### src/rtl/dvi_link_ctrl.sv
// dvi_link_ctrl -- bring-up / teardown sequencer for the DVI output path.
// Runs entirely in the pixel-clock domain. Waits for a stable PLL lock, holds
// the sync/encode/serialize path in reset, blanks video for a few frames and
// then enables video. Tears down at a frame boundary and recovers from lock
// loss or a stalled sync generator (frame watchdog).
//
// Ports:
//   clk_i            pixel clock
//   rst_ni           asynchronous active-low reset
//   enable_i         level, 1 = link requested up
//   pll_locked_i     PLL lock, already synchronised to clk_i
//   frame_start_i    1-cycle pulse at the start of each frame
//   datapath_rst_o   registered active-high reset for the video datapath
//   blank_o          registered, 1 = force RGB to zero
//   link_up_o        registered, 1 only while video is active
//   state_o          current state (IDLE=0 .. DRAIN=5)
//   frame_timeout_o  1-cycle pulse when the frame watchdog expires
//   lock_loss_cnt_o  saturating count of lock losses after lock was qualified
module dvi_link_ctrl #(
  parameter int unsigned LOCK_STABLE_CYCLES = 1024,
  parameter int unsigned RST_HOLD_CYCLES    = 16,
  parameter int unsigned BLANK_FRAMES       = 2,
  parameter int unsigned FRAME_TIMEOUT      = 1048576
) (
  input  logic       clk_i,
  input  logic       rst_ni,
  input  logic       enable_i,
  input  logic       pll_locked_i,
  input  logic       frame_start_i,
  output logic       datapath_rst_o,
  output logic       blank_o,
  output logic       link_up_o,
  output logic [2:0] state_o,
  output logic       frame_timeout_o,
  output logic [7:0] lock_loss_cnt_o
);

  localparam int unsigned LW = $clog2(LOCK_STABLE_CYCLES + 1);
  localparam int unsigned HW = $clog2(RST_HOLD_CYCLES + 1);
  localparam int unsigned FW = $clog2(BLANK_FRAMES + 1);
  localparam int unsigned TW = $clog2(FRAME_TIMEOUT + 1);

  // Each counter holds the number of qualifying cycles/pulses already seen,
  // so the terminal event fires when the counter sits at (limit - 1).
  localparam logic [LW-1:0] LOCK_LAST  = LW'(LOCK_STABLE_CYCLES - 1);
  localparam logic [HW-1:0] HOLD_LAST  = HW'(RST_HOLD_CYCLES - 1);
  localparam logic [FW-1:0] FRAME_LAST = FW'(BLANK_FRAMES - 1);
  localparam logic [TW-1:0] WD_LAST    = TW'(FRAME_TIMEOUT - 1);

  typedef enum logic [2:0] {
    ST_IDLE       = 3'd0,
    ST_WAIT_LOCK  = 3'd1,
    ST_RESET_HOLD = 3'd2,
    ST_BLANK      = 3'd3,
    ST_ACTIVE     = 3'd4,
    ST_DRAIN      = 3'd5
  } state_e;

  state_e        state_q, state_d;
  logic [LW-1:0] lock_cnt_q, lock_cnt_d;
  logic [HW-1:0] hold_cnt_q, hold_cnt_d;
  logic [FW-1:0] frame_cnt_q, frame_cnt_d;
  logic [TW-1:0] wd_cnt_q, wd_cnt_d;
  logic [7:0]    loss_cnt_d;
  logic          timeout_d;
  logic          lost_d;
  logic          rst_d, blank_d, up_d;
  logic          wd_hit;

  assign wd_hit  = (wd_cnt_q == WD_LAST);
  assign state_o = state_q;

  // Next-state, counter and output decode; priority inside each state is
  // lock loss > enable low > watchdog > frame pulse > counter expiry.
  always_comb begin
    state_d     = state_q;
    lock_cnt_d  = lock_cnt_q;
    hold_cnt_d  = hold_cnt_q;
    frame_cnt_d = frame_cnt_q;
    wd_cnt_d    = wd_cnt_q;
    timeout_d   = 1'b0;
    lost_d      = 1'b0;
    case (state_q)
      ST_IDLE: begin
        if (enable_i) state_d = ST_WAIT_LOCK;
        else          state_d = ST_IDLE;
      end
      ST_WAIT_LOCK: begin
        // A dropout here only restarts qualification; it is not a loss event.
        if (!enable_i)                    state_d = ST_IDLE;
        else if (!pll_locked_i)           lock_cnt_d = '0;
        else if (lock_cnt_q == LOCK_LAST) state_d = ST_RESET_HOLD;
        else                              lock_cnt_d = lock_cnt_q + LW'(1);
      end
      ST_RESET_HOLD: begin
        if (!pll_locked_i)                lost_d = 1'b1;
        else if (!enable_i)               state_d = ST_IDLE;
        else if (hold_cnt_q == HOLD_LAST) state_d = ST_BLANK;
        else                              hold_cnt_d = hold_cnt_q + HW'(1);
      end
      ST_BLANK: begin
        if (!pll_locked_i)    lost_d = 1'b1;
        else if (!enable_i)   state_d = ST_IDLE;
        else if (wd_hit) begin
          state_d   = ST_RESET_HOLD;
          timeout_d = 1'b1;
        end else if (frame_start_i) begin
          wd_cnt_d = '0;
          if (frame_cnt_q == FRAME_LAST) state_d = ST_ACTIVE;
          else                           frame_cnt_d = frame_cnt_q + FW'(1);
        end else begin
          wd_cnt_d = wd_cnt_q + TW'(1);
        end
      end
      ST_ACTIVE: begin
        if (!pll_locked_i)  lost_d = 1'b1;
        else if (!enable_i) state_d = ST_DRAIN;
        else if (wd_hit) begin
          state_d   = ST_RESET_HOLD;
          timeout_d = 1'b1;
        end else if (frame_start_i) wd_cnt_d = '0;
        else                        wd_cnt_d = wd_cnt_q + TW'(1);
      end
      ST_DRAIN: begin
        // Video keeps flowing until the frame in flight is finished.
        if (!pll_locked_i) lost_d = 1'b1;
        else if (enable_i) state_d = ST_ACTIVE;
        else if (wd_hit) begin
          state_d   = ST_RESET_HOLD;
          timeout_d = 1'b1;
        end else if (frame_start_i) state_d = ST_IDLE;
        else                        wd_cnt_d = wd_cnt_q + TW'(1);
      end
      default: state_d = ST_IDLE;
    endcase

    if (lost_d) begin
      state_d = ST_WAIT_LOCK;
    end else begin
      state_d = state_d;
    end

    if (lost_d && (lock_loss_cnt_o != 8'hFF)) loss_cnt_d = lock_loss_cnt_o + 8'd1;
    else                                      loss_cnt_d = lock_loss_cnt_o;

    // Every state entry starts all counters from zero.
    if (state_d != state_q) begin
      lock_cnt_d  = '0;
      hold_cnt_d  = '0;
      frame_cnt_d = '0;
      wd_cnt_d    = '0;
    end else begin
      lock_cnt_d  = lock_cnt_d;
    end

    // Outputs are decoded from the next state so they register together with it.
    case (state_d)
      ST_IDLE, ST_WAIT_LOCK, ST_RESET_HOLD: begin
        rst_d = 1'b1; blank_d = 1'b1; up_d = 1'b0;
      end
      ST_BLANK: begin
        rst_d = 1'b0; blank_d = 1'b1; up_d = 1'b0;
      end
      ST_ACTIVE: begin
        rst_d = 1'b0; blank_d = 1'b0; up_d = 1'b1;
      end
      ST_DRAIN: begin
        rst_d = 1'b0; blank_d = 1'b0; up_d = 1'b0;
      end
      default: begin
        rst_d = 1'b1; blank_d = 1'b1; up_d = 1'b0;
      end
    endcase
  end

  // State, counters and all outputs.
  always_ff @(posedge clk_i or negedge rst_ni) begin
    if (!rst_ni) begin
      state_q         <= ST_IDLE;
      lock_cnt_q      <= '0;
      hold_cnt_q      <= '0;
      frame_cnt_q     <= '0;
      wd_cnt_q        <= '0;
      datapath_rst_o  <= 1'b1;
      blank_o         <= 1'b1;
      link_up_o       <= 1'b0;
      frame_timeout_o <= 1'b0;
      lock_loss_cnt_o <= 8'd0;
    end else begin
      state_q         <= state_d;
      lock_cnt_q      <= lock_cnt_d;
      hold_cnt_q      <= hold_cnt_d;
      frame_cnt_q     <= frame_cnt_d;
      wd_cnt_q        <= wd_cnt_d;
      datapath_rst_o  <= rst_d;
      blank_o         <= blank_d;
      link_up_o       <= up_d;
      frame_timeout_o <= timeout_d;
      lock_loss_cnt_o <= loss_cnt_d;
    end
  end

endmodule

### config.mk
export PLATFORM = sky130hd
export DESIGN_NAME = dvi_link_ctrl
export DESIGN_NICKNAME = d
export VERILOG_FILES = /design/src/rtl/dvi_link_ctrl.sv
export SDC_FILE = /design/constraint.sdc
export NUM_CORES = 1
export LEC_CHECK = 0
export ABC_AREA = 1
export BUFFER_PORTS_ARGS = -buffer_cell sky130_fd_sc_hd__clkbuf_2
export CAP_MARGIN = 20
export CORE_UTILIZATION = 38
export CTS_CLUSTER_SIZE = 30
export DETAILED_ROUTE_END_ITERATION = 12
export PLACE_DENSITY_LB_ADDON = 0.15
export SLEW_MARGIN = 10
export SYNTH_ARGS = -nofsm -noshare
export SYNTH_HDL_FRONTEND = slang
export SYNTH_SLANG_ARGS = --single-unit
### constraint.sdc
create_clock -name clk_i -period 3.8 [get_ports clk_i]
set_input_delay 0.19 -clock clk_i [delete_from_list [all_inputs] [get_ports clk_i]]
set_output_delay 0.19 -clock clk_i [all_outputs]
set_load 0.03 [all_outputs]
**After elaboration in Yosys (flattened, before gate mapping)**

Cells that the tools add are included.

- Flip-flop bits (word level): 54
- Bits of input ports: 5
- Output and inout bits: 15
- Logic and storage cells: 116

- $add $sub $neg: 5
- Equality and inequality tests: 25
- Mux-type cells: 59
- Reductions and logical operators: 17

Operator list:

| kind | number |
|---|---|
| 21-bit two-way mux | 9 |
| 3-bit two-way mux | 19 |
| 11-bit two-way mux | 5 |
| 21-bit one-hot mux with 2 select lines | 1 |
| 5-bit two-way mux | 5 |
| 21-bit by 1-bit adder with 21-bit output, second input constant | 1 |
| 21-bit by 20-bit == test with 1-bit output, second input constant | 1 |
| 3-bit one-hot mux with 6 select lines | 1 |
| 2-bit two-way mux | 7 |
| 3-bit == test, second input constant | 4 |
| 3-bit inequality test, second input constant | 4 |
| 2-bit nonzero test | 6 |
| 11-bit by 1-bit adder with 11-bit output, second input constant | 1 |
| 11-bit by 10-bit == test with 1-bit output, second input constant | 1 |
| 1-bit two-way mux | 11 |
| 3-bit by 2-bit == test with 1-bit output, second input constant | 3 |
| 8-bit by 1-bit adder with 8-bit output, second input constant | 1 |
| 8-bit inequality test, second input constant | 1 |
| 8-bit AND reduction | 1 |
| 2-bit by 1-bit inequality test with 1-bit output, second input constant | 3 |
| 3-bit by 1-bit inequality test with 1-bit output, second input constant | 2 |
| 3-bit by 2-bit inequality test with 1-bit output, second input constant | 2 |
| 6-bit AND reduction | 1 |
| 5-bit by 1-bit adder with 5-bit output, second input constant | 1 |
| 14 further kinds | 15 |

**Logic depth before layout (Yosys ltp)**

- Depth in word-level cells: 11
- Depth in mapped cells: 16
- Gate-level depth less buffers: 15

**Worst setup path before layout**

OpenSTA, ideal clock, no wires.

- Kind: register to register
- From: reg hold_cnt_q[0]
- To: reg hold_cnt_q[3]
- Setup time: 71 ps
- Data arrival time: 2074 ps
- Data required time: 3729 ps
- Setup slack: 1655 ps
- Stages on the path, launching flop included: 8
- Buffers on the path: 0
- Clock period less this slack: 2145 ps
- Cell sequence: dfrtp_1 ha_1 and3_1 ha_1 nor4_1 nand4_1 xor2_1 nor2_1

- Longest elaborated chain between the ends: 9
- Elaborated cells on any way between the ends: 18
- Classes of those cells: add/sub: 1; eq/ne: 3; mux: 10; reduce/logical: 4

Ends and longest elaborated chain:

| what | line | RTL |
|---|---|---|
| from (decl) | 61 | `logic [HW-1:0] hold_cnt_q, hold_cnt_d;` |
| from (signal assigned) | 192 | `hold_cnt_q <= hold_cnt_d;` |
| 5-bit by 4-bit == test with 1-bit output | 98 | `else if (hold_cnt_q == HOLD_LAST) state_d = ST_BLANK;` |
| 3-bit two-way mux | 98 |  |
| 3-bit two-way mux | 97 | `else if (!enable_i) state_d = ST_IDLE;` |
| 3-bit two-way mux | 96 | `if (!pll_locked_i) lost_d = 1'b1;` |
| 3-bit one-hot mux with 6 select lines | 83 | `case (state_q)` |
| 3-bit two-way mux | 137 | `if (lost_d) begin` |
| 3-bit inequality test | 147 | `if (state_d != state_q) begin` |
| 2-bit by 1-bit inequality test with 1-bit output (no source line) / 2-bit nonzero test (equally long branches) | - |  |
| 4-bit AND reduction (no source line) | - |  |

Several ways; a longest one is shown, not always the timed one. The select of a mux whose other input is x is not followed.
A chain may end at the register's enable or synchronous reset.

**Worst setup path after layout**

- From: reg wd_cnt_q[0]
- To: reg wd_cnt_q[20]

- Longest elaborated chain between the ends: 9
- Elaborated cells on any way between the ends: 33
- Classes of those cells: add/sub: 1; eq/ne: 9; mux: 21; reduce/logical: 2

Ends and longest elaborated chain:

| what | line | RTL |
|---|---|---|
| from (decl) | 63 | `logic [TW-1:0] wd_cnt_q, wd_cnt_d;` |
| from (signal assigned) | 194 | `wd_cnt_q <= wd_cnt_d;` |
| 21-bit by 20-bit == test with 1-bit output | 70 | `assign wd_hit = (wd_cnt_q == WD_LAST);` |
| 3-bit two-way mux (on tied branches) | 128, 104, 118 |  |
| 3-bit two-way mux (on tied branches) | 127, 103, 117 |  |
| 3-bit two-way mux (on tied branches) | 126, 102, 116 |  |
| 3-bit one-hot mux with 6 select lines | 83 |  |
| 3-bit two-way mux | 137 |  |
| 3-bit inequality test | 147 |  |
| 3-bit inequality test (no source line), or another cell as far along | - |  |
| 8-bit AND reduction (no source line) | - |  |

Several ways; a longest one is shown, not always the timed one. The select of a mux whose other input is x is not followed.

==> flow_summary_export.csv <==
group,metric,value,unit
floorplanning,io_pins,20,
sta,final_hold_viol_count,0,
floorplanning,die_w,97.4,um
outcome,outcome,"complete, no violations",
sta,grt_setup_unrepaired,"false",
finish,drive_gt1_frac,0.141,
global_routing,grt_pass1_vias,2750,
worst_hold_path,hp-class,"in -> reg",
finish,seqCellArea,0.00135,mm^2
global_routing,grt_remaining_overflow,0,
finish,antenna_cells,0,
finish,fin_nets,485,
detailed_routing,postRouteAntennaNets,0,
global_routing,grt_max_degree,40,
worst_setup_path,cp.required,3.99,ns
sta,timing.final.crit_share,0.735,
clocking,root_buffer,"clkbuf_8",
clocking,htreeDepth,2,
worst_setup_path,crit_path_start_kind,"register",
logic_synthesis,syn-cell-area,0.00346,mm^2
placement,port_buffers,19,
logic_synthesis,avgSynthCellArea,7.59,um^2
finish,syn_to_final_growth,7.48,%
placement,dp_cells,574,
worst_setup_path,r2r_slack,1.01,ns
finish,fill_cells,921,
sta,slew_viol_final,0,
detailed_routing,drt_pass1_iterations,5,
detailed_routing,drc,0,
sta,setup_violations,0,
floorplanning,rows,34,
logic_synthesis,synth_fp_nets,467,
logic_synthesis,yosysUniqueCellTypes,39,
floorplanning,dieHeight,97.4,um
clocking,cts.sinks,54,
clocking,cts-resized-gates,0,
clocking,cts_tree,"yes",
detailed_routing,vias,2851,
worst_setup_path,critPathMaxFanout,15,
logic_synthesis,synth-seq-cells,54,
detailed_routing,wl,7160,um
global_routing,gr-usage-all-layers,0.161,
logic_synthesis,synth_top_area_frac,0.376,
sta,worst_pin_slew,0.694,ns
logic_synthesis,synthCells,456,
logic_synthesis,yosysTopAreaCell,"dfrtp_1",
floorplanning,start_util,0.395,
clocking,numCtsBuffers,5,
clocking,path_clk_slew,0.10,ns
logic_synthesis,ys_warn_count,0,
logic_synthesis,post_synth_main_area_contributors,"dfrtp_1 (38%), nand2_1 (9.9%), inv_1 (7.7%)",
floorplanning,dieArea,0.00949,mm^2
placement,dp_hpwl,5220,um
sta,holdWs,0.262,ns
global_routing,grt_pass1_wl,12500,um
finish,multi_input_area,0.00173,mm^2
pwr,power.density,275,mW/mm^2
detailed_routing,vias_per_cell,4.89,
pwr,power,1.02,mW
clocking,cts_buffer_depth,2,
sta,max_freq,0.358,GHz
pwr,ir_worst_vdd,0.166,mV
worst_setup_path,path_class,"reg -> reg",
pwr,power.leakage,1.64,nW
flow_run,cap_violations,0,
logic_synthesis,ys_seq_area_frac,0.391,
placement,gp_congestion,0.863,
clocking,clk_latency,0.31,ns
detailed_routing,wire_per_inst,12.3,um
finish,final_cells,583,
detailed_routing,initialDrtViolationCount,97,
sta,skew,0.00782,ns
sta,tns,0,ns
floorplanning,core,0.00876,mm^2
sta,worst_slew_margin_rel,0.537,
sta,min_period,2.79,ns
worst_setup_path,endpoint_kind,"register",
worst_setup_path,arrival,2.98,ns
global_routing,antenna_found_initial,0,
## sequential cells by signal (all words and copies together) (netlist names)
register         count
wd_cnt_q            21
hold_cnt_q           5
lock_cnt_q          11
frame_timeout_o      1
blank_o              1
state_o              3
link_up_o            1
lock_loss_cnt_o      8
datapath_rst_o       1
frame_cnt_q          2
## area by class of cell
class / instances / share of cell area
inverters: 76 / 0.0770
clock buffers: 6 / 0.0195
clock inverters: 2 / 0.00370
repair buffers: 23 / 0.0343
flip-flops and latches: 54 / 0.364
multi-input cells: 314 / 0.465
well taps: 108 / 0.0363
## critical path, cell delays in order (launching register included)
cell	delay, ns
dfrtp_1	0.41
ha_1	0.20
nand3_1	0.17
nor2_2	0.22
nand3_4	0.13
nand2_2	0.10
o21ai_0	0.08
nand2_1	0.07
buf_4	0.19
inv_1	0.19
nand2_1	0.41
inv_1	0.16
a22oi_1	0.27
nor2_4	0.06
## through the flow
step / cell area, um^2 / util / setup WS, ns
after floorplan: 3460 / - / 1.65
after CTS: 3720 / 0.424 / 0.978
after detailed placement: 3620 / 0.413 / 1.00
after global routing: 3720 / 0.424 / 0.633
final: 3720 / 0.424 / 1.01
after global placement: 3620 / 0.413 / 1.08
## worst paths after layout
kind                                     from                 end  depth (start not counted)
setup / recovery                  wd_cnt_q[0]        wd_cnt_q[20]                         13
hold / removal                       enable_i     frame_timeout_o                          3
setup reg to reg                  wd_cnt_q[0]        wd_cnt_q[20]                         13
hold reg to reg            lock_loss_cnt_o[7]  lock_loss_cnt_o[7]                          1
max in group asynchronous              rst_ni      datapath_rst_o                          3
min in group asynchronous              rst_ni         wd_cnt_q[9]                          2
## placed cells by master (no fill, tap or decap), types with 2 or more instances in the layout
cell type / netlist / layout
nand2_1: 91 / 91
inv_1: 71 / 71
nor2_1: 55 / 55
dfrtp_1: 52 / 52
nand3_1: 27 / 27
o21ai_0: 23 / 23
clkbuf_2: 0 / 19
xor2_1: 16 / 16
a21oi_1: 15 / 15
nor2_4: 12 / 12
nor3_1: 11 / 11
o22ai_1: 10 / 10
xnor2_1: 9 / 9
nand2_2: 8 / 8
nand4_1: 7 / 7
ha_1: 6 / 6
clkbuf_8: 0 / 5
inv_2: 4 / 4
nor2_2: 4 / 4
nor4_1: 3 / 3
buf_4: 0 / 3
nor3_2: 2 / 2
clkinv_2: 1 / 2
nand3_4: 2 / 2
a22oi_1: 2 / 2
dfstp_2: 2 / 2
## report_power, final
group	switching (mW)	total [mW]	leakage [nW]	internal, mW
Sequential	0.00596	0.583	0.740	0.577
Combinational	0.0906	0.111	0.858	0.0208
Clock	0.197	0.327	0.0452	0.131
## cell families after synthesis
kind of cell | count (synthesis) | synth area share
AO/OA/AOI/OAI | 54 | 0.0860
multiplexers | 1 | 0.00289
adder cells (fa/ha/maj) | 6 | 0.0217
AND/OR/NAND/NOR | 228 | 0.326
XOR/XNOR | 25 | 0.0633
buffers and inverters | 88 | 0.109
flip-flops | 54 | 0.391
## Yosys cell counts, drive strengths merged
cell     n
a211oi   1
a21oi   15
a22oi    2
a32oi    1
and3     1
buf     11
clkbuf   1
clkinv   1
dfrtp   52
dfstp    2
ha       6
inv     75
mux2i    1
nand2   99
nand2b   1
nand3   30
nand4    9
nor2    71
nor3    13
nor4     3
o21ai   24
o22ai   10
o41ai    1
or3      1
xnor2    9
xor2    16
## repair_timing
action,in CTS,in global routing
hold buffers,1,0
endpoints found under the hold margin,23,0
setup buffers,0,0
## per-layer routing
layer  share of wire  global-route usage  wire (um)  up-vias
met5               0                   0          0        -
met4           0.014              0.0554         99        0
met3           0.030              0.0209        214        9
met2            0.47               0.267       3390       44
met1            0.48               0.217       3460     1326
li1                -                   -          -     1472
Note: power is estimated with default switching activity, not from simulation.
